### config.mk
export PLATFORM = sky130hd
export DESIGN_NAME = mem_access_unit_flat
export DESIGN_NICKNAME = d
export VERILOG_FILES = /design/src/rtl/mem_access_pkg.sv /design/src/rtl/mem_access_unit_if.sv /design/src/rtl/mem_access_addr_check.sv /design/src/rtl/mem_access_unit.sv /design/src/flat_wrapper.sv
export SDC_FILE = /design/constraint.sdc
export NUM_CORES = 1
export LEC_CHECK = 0
export CORE_MARGIN = 2
export CORE_UTILIZATION = 26
export DETAILED_ROUTE_END_ITERATION = 16
export DONT_BUFFER_PORTS = 1
export SYNTH_ARGS = -nofsm -noshare
export SYNTH_HDL_FRONTEND = slang
export SYNTH_SLANG_ARGS = --single-unit
export TNS_END_PERCENT = 100
### constraint.sdc
create_clock -name clk -period 1.5 [get_ports clk]
set_input_delay 0.075 -clock clk [delete_from_list [all_inputs] [get_ports clk]]
set_output_delay 0.075 -clock clk [all_outputs]
set_load 0.02 [all_outputs]
### src/rtl/mem_access_pkg.sv
// Shared types and constants for the load/store access unit: the FSM
// state encoding, bus widths and the default legal data-address window.
package mem_access_pkg;

  localparam int ADDR_W = 8;
  localparam int DATA_W = 8;

  // Default legal data window, inclusive on both ends.
  localparam int DEFAULT_ADDR_LO = 64;
  localparam int DEFAULT_ADDR_HI = 127;

  typedef enum logic [1:0] {
    IDLE      = 2'd0,
    ACCESS    = 2'd1,
    LOAD_WAIT = 2'd2,
    RESP      = 2'd3
  } state_t;

endpackage : mem_access_pkg

### src/rtl/mem_access_unit_if.sv
// Bundle of the request, response and data-memory signals of the access
// unit. The master side is the requester (which also plays the memory in
// the bench); the slave side is the access unit itself.
interface mem_access_unit_if;
  import mem_access_pkg::*;

  // Request channel
  logic              req_valid;
  logic              req_ready;
  logic              req_store;
  logic [ADDR_W-1:0] req_addr;
  logic [DATA_W-1:0] req_wdata;

  // Response channel
  logic              resp_valid;
  logic              resp_ready;
  logic [DATA_W-1:0] resp_rdata;
  logic              resp_fault;

  // Data memory port (read data is registered inside the memory)
  logic [ADDR_W-1:0] mem_address;
  logic [DATA_W-1:0] mem_write_data;
  logic              mem_write_enable;
  logic [DATA_W-1:0] mem_read_data;

  modport master (
    output req_valid, req_store, req_addr, req_wdata,
    output resp_ready,
    output mem_read_data,
    input  req_ready,
    input  resp_valid, resp_rdata, resp_fault,
    input  mem_address, mem_write_data, mem_write_enable
  );

  modport slave (
    input  req_valid, req_store, req_addr, req_wdata,
    input  resp_ready,
    input  mem_read_data,
    output req_ready,
    output resp_valid, resp_rdata, resp_fault,
    output mem_address, mem_write_data, mem_write_enable
  );

endinterface : mem_access_unit_if

### src/rtl/mem_access_addr_check.sv
// Inclusive address-window comparator: in_range is high when
// ADDR_LO <= addr <= ADDR_HI. Purely combinational. Only instantiated by
// mem_access_unit when MEM_ACCESS_RANGE_CHECK_EN is defined.
module mem_access_addr_check
  import mem_access_pkg::*;
#(
  parameter int ADDR_LO = DEFAULT_ADDR_LO,
  parameter int ADDR_HI = DEFAULT_ADDR_HI
) (
  input  logic [ADDR_W-1:0] addr,
  output logic              in_range
);

  localparam logic [ADDR_W-1:0] LO_C = ADDR_W'(ADDR_LO);
  localparam logic [ADDR_W-1:0] HI_C = ADDR_W'(ADDR_HI);

  // Compare the request address against both window bounds
  always_comb begin
    in_range = 1'b0;
    if ((addr >= LO_C) && (addr <= HI_C)) begin
      in_range = 1'b1;
    end else begin
      in_range = 1'b0;
    end
  end

endmodule : mem_access_addr_check

### src/rtl/mem_access_unit.sv
// Single-outstanding load/store access unit in front of a data memory with
// a one-cycle registered read.
//   store: accept -> ACCESS (one write strobe cycle) -> RESP
//   load : accept -> ACCESS (address presented) -> LOAD_WAIT (capture) -> RESP
// Optional feature macro: MEM_ACCESS_RANGE_CHECK_EN. When defined, requests
// outside [ADDR_LO, ADDR_HI] are answered straight from IDLE with a fault and
// never touch the memory port. When undefined, every address is forwarded and
// resp_fault stays 0.
// All outputs are driven directly from flops.
module mem_access_unit
  import mem_access_pkg::*;
#(
  parameter int ADDR_LO = DEFAULT_ADDR_LO,
  parameter int ADDR_HI = DEFAULT_ADDR_HI
) (
  input  logic              clk,
  input  logic              rst_n,
  mem_access_unit_if.slave  bus
);

  state_t            state_r;
  logic              req_ready_r;
  logic              resp_valid_r;
  logic [DATA_W-1:0] resp_rdata_r;
  logic              resp_fault_r;
  logic [ADDR_W-1:0] mem_address_r;
  logic [DATA_W-1:0] mem_write_data_r;
  logic              mem_write_enable_r;

  // reject_s: the incoming request must be answered with a fault instead
  // of being forwarded to memory.
  logic              reject_s;

`ifdef MEM_ACCESS_RANGE_CHECK_EN
  logic              in_range_s;

  mem_access_addr_check #(
    .ADDR_LO (ADDR_LO),
    .ADDR_HI (ADDR_HI)
  ) u_addr_check (
    .addr     (bus.req_addr),
    .in_range (in_range_s)
  );

  assign reject_s = ~in_range_s;
`else
  // Window bounds have no effect without the range check.
  localparam int unused_window_span = ADDR_HI - ADDR_LO;

  assign reject_s = 1'b0;
`endif

  // Transaction FSM with all outputs registered alongside the state
  always_ff @(posedge clk or negedge rst_n) begin
    if (!rst_n) begin
      state_r            <= IDLE;
      req_ready_r        <= 1'b1;
      resp_valid_r       <= 1'b0;
      resp_rdata_r       <= '0;
      resp_fault_r       <= 1'b0;
      mem_address_r      <= '0;
      mem_write_data_r   <= '0;
      mem_write_enable_r <= 1'b0;
    end else begin
      case (state_r)
        IDLE: begin
          if (bus.req_valid) begin
            req_ready_r <= 1'b0;
            if (reject_s) begin
              // Out-of-window: answer immediately, memory port untouched.
              state_r      <= RESP;
              resp_valid_r <= 1'b1;
              resp_rdata_r <= '0;
              resp_fault_r <= 1'b1;
            end else begin
              state_r            <= ACCESS;
              mem_address_r      <= bus.req_addr;
              mem_write_data_r   <= bus.req_wdata;
              mem_write_enable_r <= bus.req_store;
            end
          end else begin
            state_r <= IDLE;
          end
        end

        ACCESS: begin
          // The write strobe lives for this single cycle only.
          mem_write_enable_r <= 1'b0;
          if (mem_write_enable_r) begin
            state_r      <= RESP;
            resp_valid_r <= 1'b1;
            resp_rdata_r <= '0;
            resp_fault_r <= 1'b0;
          end else begin
            // Memory registers the read on this edge; data valid next cycle.
            state_r <= LOAD_WAIT;
          end
        end

        LOAD_WAIT: begin
          state_r      <= RESP;
          resp_valid_r <= 1'b1;
          resp_rdata_r <= bus.mem_read_data;
          resp_fault_r <= 1'b0;
        end

        RESP: begin
          // Response payload stays put until the consumer takes it.
          if (bus.resp_ready) begin
            state_r      <= IDLE;
            resp_valid_r <= 1'b0;
            req_ready_r  <= 1'b1;
          end else begin
            state_r <= RESP;
          end
        end

        default: begin
          // Unreachable encoding: recover to a clean idle.
          state_r            <= IDLE;
          req_ready_r        <= 1'b1;
          resp_valid_r       <= 1'b0;
          mem_write_enable_r <= 1'b0;
        end
      endcase
    end
  end

  assign bus.req_ready        = req_ready_r;
  assign bus.resp_valid       = resp_valid_r;
  assign bus.resp_rdata       = resp_rdata_r;
  assign bus.resp_fault       = resp_fault_r;
  assign bus.mem_address      = mem_address_r;
  assign bus.mem_write_data   = mem_write_data_r;
  assign bus.mem_write_enable = mem_write_enable_r;

endmodule : mem_access_unit

### src/flat_wrapper.sv
// flat-port wrapper written by rule: the top's interface ports become plain ports
module mem_access_unit_flat import mem_access_pkg::*;
#(
  parameter int ADDR_LO = DEFAULT_ADDR_LO,
  parameter int ADDR_HI = DEFAULT_ADDR_HI
)
  (clk, rst_n, bus_req_valid, bus_req_store, bus_req_addr, bus_req_wdata, bus_resp_ready, bus_mem_read_data, bus_req_ready, bus_resp_valid, bus_resp_rdata, bus_resp_fault, bus_mem_address, bus_mem_write_data, bus_mem_write_enable);
  mem_access_unit_if bus_i ();
  input  logic clk;
  input  logic rst_n;
  input wire logic [$bits(bus_i.req_valid)-1:0] bus_req_valid;
  input wire logic [$bits(bus_i.req_store)-1:0] bus_req_store;
  input wire logic [$bits(bus_i.req_addr)-1:0] bus_req_addr;
  input wire logic [$bits(bus_i.req_wdata)-1:0] bus_req_wdata;
  input wire logic [$bits(bus_i.resp_ready)-1:0] bus_resp_ready;
  input wire logic [$bits(bus_i.mem_read_data)-1:0] bus_mem_read_data;
  output wire logic [$bits(bus_i.req_ready)-1:0] bus_req_ready;
  output wire logic [$bits(bus_i.resp_valid)-1:0] bus_resp_valid;
  output wire logic [$bits(bus_i.resp_rdata)-1:0] bus_resp_rdata;
  output wire logic [$bits(bus_i.resp_fault)-1:0] bus_resp_fault;
  output wire logic [$bits(bus_i.mem_address)-1:0] bus_mem_address;
  output wire logic [$bits(bus_i.mem_write_data)-1:0] bus_mem_write_data;
  output wire logic [$bits(bus_i.mem_write_enable)-1:0] bus_mem_write_enable;
  assign bus_i.req_valid = bus_req_valid;
  assign bus_i.req_store = bus_req_store;
  assign bus_i.req_addr = bus_req_addr;
  assign bus_i.req_wdata = bus_req_wdata;
  assign bus_i.resp_ready = bus_resp_ready;
  assign bus_i.mem_read_data = bus_mem_read_data;
  assign bus_req_ready = bus_i.req_ready;
  assign bus_resp_valid = bus_i.resp_valid;
  assign bus_resp_rdata = bus_i.resp_rdata;
  assign bus_resp_fault = bus_i.resp_fault;
  assign bus_mem_address = bus_i.mem_address;
  assign bus_mem_write_data = bus_i.mem_write_data;
  assign bus_mem_write_enable = bus_i.mem_write_enable;
  mem_access_unit #(.ADDR_LO(ADDR_LO), .ADDR_HI(ADDR_HI)) u_core (.clk(clk), .rst_n(rst_n), .bus(bus_i));
endmodule
==> impl_metrics.ini <==
[cts]
root_buffer = clkbuf_8
cts_max_level = 2
post_cts_buffers = 0
cts_tree = built
clk-insertion-delay-late_ns = 0.27
ctsHoldBuffers = 27
cts_inserted_buffers = 5
clkSinkCount = 29
post_cts_resized = 0
clockBufferDepth = 2
path_clk_slew_ns = 0.06

[setup_path]
end_kind = flop
critical_path_class = flop to flop
critPathMaxFanout = 16
cp.arrival_ns = 1.53
ff2ff_path_depth = 3
start_kind = flop
crit_required_ns = 1.65

[logic_synthesis]
yosysMostFrequentCell = dfrtp_1
synth.largest_area_cell = dfrtp_1
syn_nets = 126
synth_cell_types = 21
synth_common_cells = dfrtp_1 (28), a21oi_1 (12), nand2_1 (11)
ys_warn_count = 0
avgSynthCellArea_um2 = 12.7
ys_ff_latch = 29
synth_ff_type = dfrtp_1
ys_seq_area_frac = 0.589
synth_area_mm2 = 0.00123
synthCells = 97
synth_edf_count = 0
synth_async_sr_flop_share = 1.00
yosysTopAreaCellShare = 0.568
synth_area_leaders = dfrtp_1 (57%), mux2_4 (12%), mux2_2 (5.5%), a21oi_1 (4.9%), o22ai_1 (4.1%)

[layout]
n_antenna_cell = 0
area_delta_synth_final_pct = 32.8
layout-drive-gt1-share = 0.228
final_nets = 155
final.fill_count = 451
seq_area_um2 = 727
multi_input_area_um2 = 458

[timing]
drv_slew = 0
finalCritPeriodShare = 0.917
hold_viol = 0
rsz0062_at_grt = no
max_freq_mhz = 727
period_minus_slack_ns = 1.38
fin_skew_ns = 0.00785
setup_tns_ns = 0
setup_viol = 0
whs_ns = 0.0115

[route]
first_pass_iters = 4
vias = 856
wl_per_cell_um = 14.9
ant_nets = 0
drt_iter0_drc = 36
via_per_inst = 4.73
wl_um = 2710
drc = 0

[global_routing]
antenna_found_initial = 0
grt_pass1_vias = 894
grt_max_degree = 30
grtUsageTotal = 0.107
overflow = 0
grt_pass1_wl_um = 4140

[hold_path]
min_path_cells = 2
hold_class = input port to flop

[floorplan]
fp-row-count = 25
die_w_um = 72.9
start_util = 0.265
die_h_um = 72.9
core_area_mm2 = 0.00466
dieArea_mm2 = 0.00531
pin_count = 57

[power]
clockPowerShare = 0.162
p_seq_frac = 0.546
combPwrFrac = 0.293
p_int_mw = 2.11
p_leak_nw = 0.730
p_switching_mw = 1.57
peakVddDrop_mv = 0.717
p_per_area_mw_per_mm2 = 2250
swShare = 0.426

[placed_design]
numPortBuffers = 0
hpwlAfterDp_um = 1830
place.gp.congestion = 0.662

[status]
status = complete, no violations

[flow_run]
max_cap_violations = 0
==> flip-flops by register name, indices dropped and copies added, names as in the netlist <==
| register | cells |
|---|---|
| u_core.bus.mem_address | 8 |
| u_core.bus.req_ready | 1 |
| u_core.bus.mem_write_data | 8 |
| u_core.bus.mem_write_enable | 1 |
| u_core.state_r | 2 |
| u_core.bus.resp_valid | 1 |
| u_core.bus.resp_rdata | 8 |
==> cells by family after synthesis <==
| logic type | share of synthesized area |
|---|---|
| flops | 0.589 |
| mux | 0.176 |
| compound gates | 0.111 |
| buf+inv | 0.0396 |
| simple gates | 0.0811 |
| other cells | 0.00304 |
==> metrics by stage <==
step	power [mW]	instances	area [um^2]	setup slack [ns]	utilization
floorplan	2.78	97	1230	0.181	-
global placement	2.92	146	1270	0.179	0.274
detailed placement	3.01	146	1270	0.122	0.274
CTS	3.70	181	1640	0.109	0.351
global route	3.93	181	1640	0.0580	0.351
finish	3.68	181	1640	0.125	0.351
==> layer usage <==
metal  track usage  vias to the layer above  routed length [um]
met3        0.0552                        5                 197
li1              -                      392                   -
met4        0.0370                        0                  23
met1         0.105                      419                1050
met2         0.191                       40                1430
met5             0                        -                   0
==> cell type report <==
| class | instances | share of cell area |
|---|---|---|
| Tap cell | 54 | 0.0413 |
| Inverter | 2 | 0.00458 |
| Timing Repair Buffer | 29 | 0.180 |
| Multi-Input combinational cell | 59 | 0.280 |
| Clock buffer | 6 | 0.0443 |
| Sequential cell | 29 | 0.444 |
| Clock inverter | 2 | 0.00611 |
==> power groups by stage <==
stage | sequential, mW | combinational, mW | clock [mW]
3_3_place_gp | 1.99 | 0.923 | 0
6_report | 2.01 | 1.08 | 0.595
3_5_place_dp | 2.02 | 0.991 | 0
2_1_floorplan | 1.90 | 0.885 | 0
4_1_cts | 2.01 | 1.07 | 0.624
5_1_grt | 2.07 | 1.20 | 0.666
==> final timing paths <==
path / startpoint / to / slack (ns)
setup / recovery: u_core.state_r[1]$_DFF_PN0_ / u_core.bus.mem_write_data[3]$_DFFE_PN0P_ / 0.12
hold / removal: bus_mem_read_data[7] / u_core.bus.resp_rdata[7]$_DFFE_PN0P_ / 0.01
setup reg to reg: u_core.state_r[1]$_DFF_PN0_ / u_core.bus.mem_write_data[3]$_DFFE_PN0P_ / 0.12
hold reg to reg: u_core.bus.req_ready$_DFFE_PN1P_ / u_core.bus.req_ready$_DFFE_PN1P_ / 0.59
max in group asynchronous: rst_n / u_core.bus.req_ready$_DFFE_PN1P_ / 1.02
min in group asynchronous: rst_n / u_core.bus.resp_valid$_DFFE_PN0P_ / 0.25
==> placed cells by master, fill, tap and decap left out, types with 2 or more instances in the layout <==
cell           netlist  layout
a21oi_1             12      12
buf_4                1       2
clkbuf_8             0       5
clkinv_2             0       2
dfrtp_1             28      28
dlygate4sd3_1        0      26
inv_1                2       2
mux2_2               6       6
mux2_4              10      10
nand2_1             11      11
nand2b_1             2       2
nor2_1               2       2
o21ai_0              2       2
o22ai_1              8       8
==> critical path, stage by stage (launching register included) <==
cell      delay [ns]
dfrtp_1         0.39
nand2b_4        0.18
nor2_8          0.30
mux2_2          0.38
Note: power is estimated with default switching activity, not from simulation.
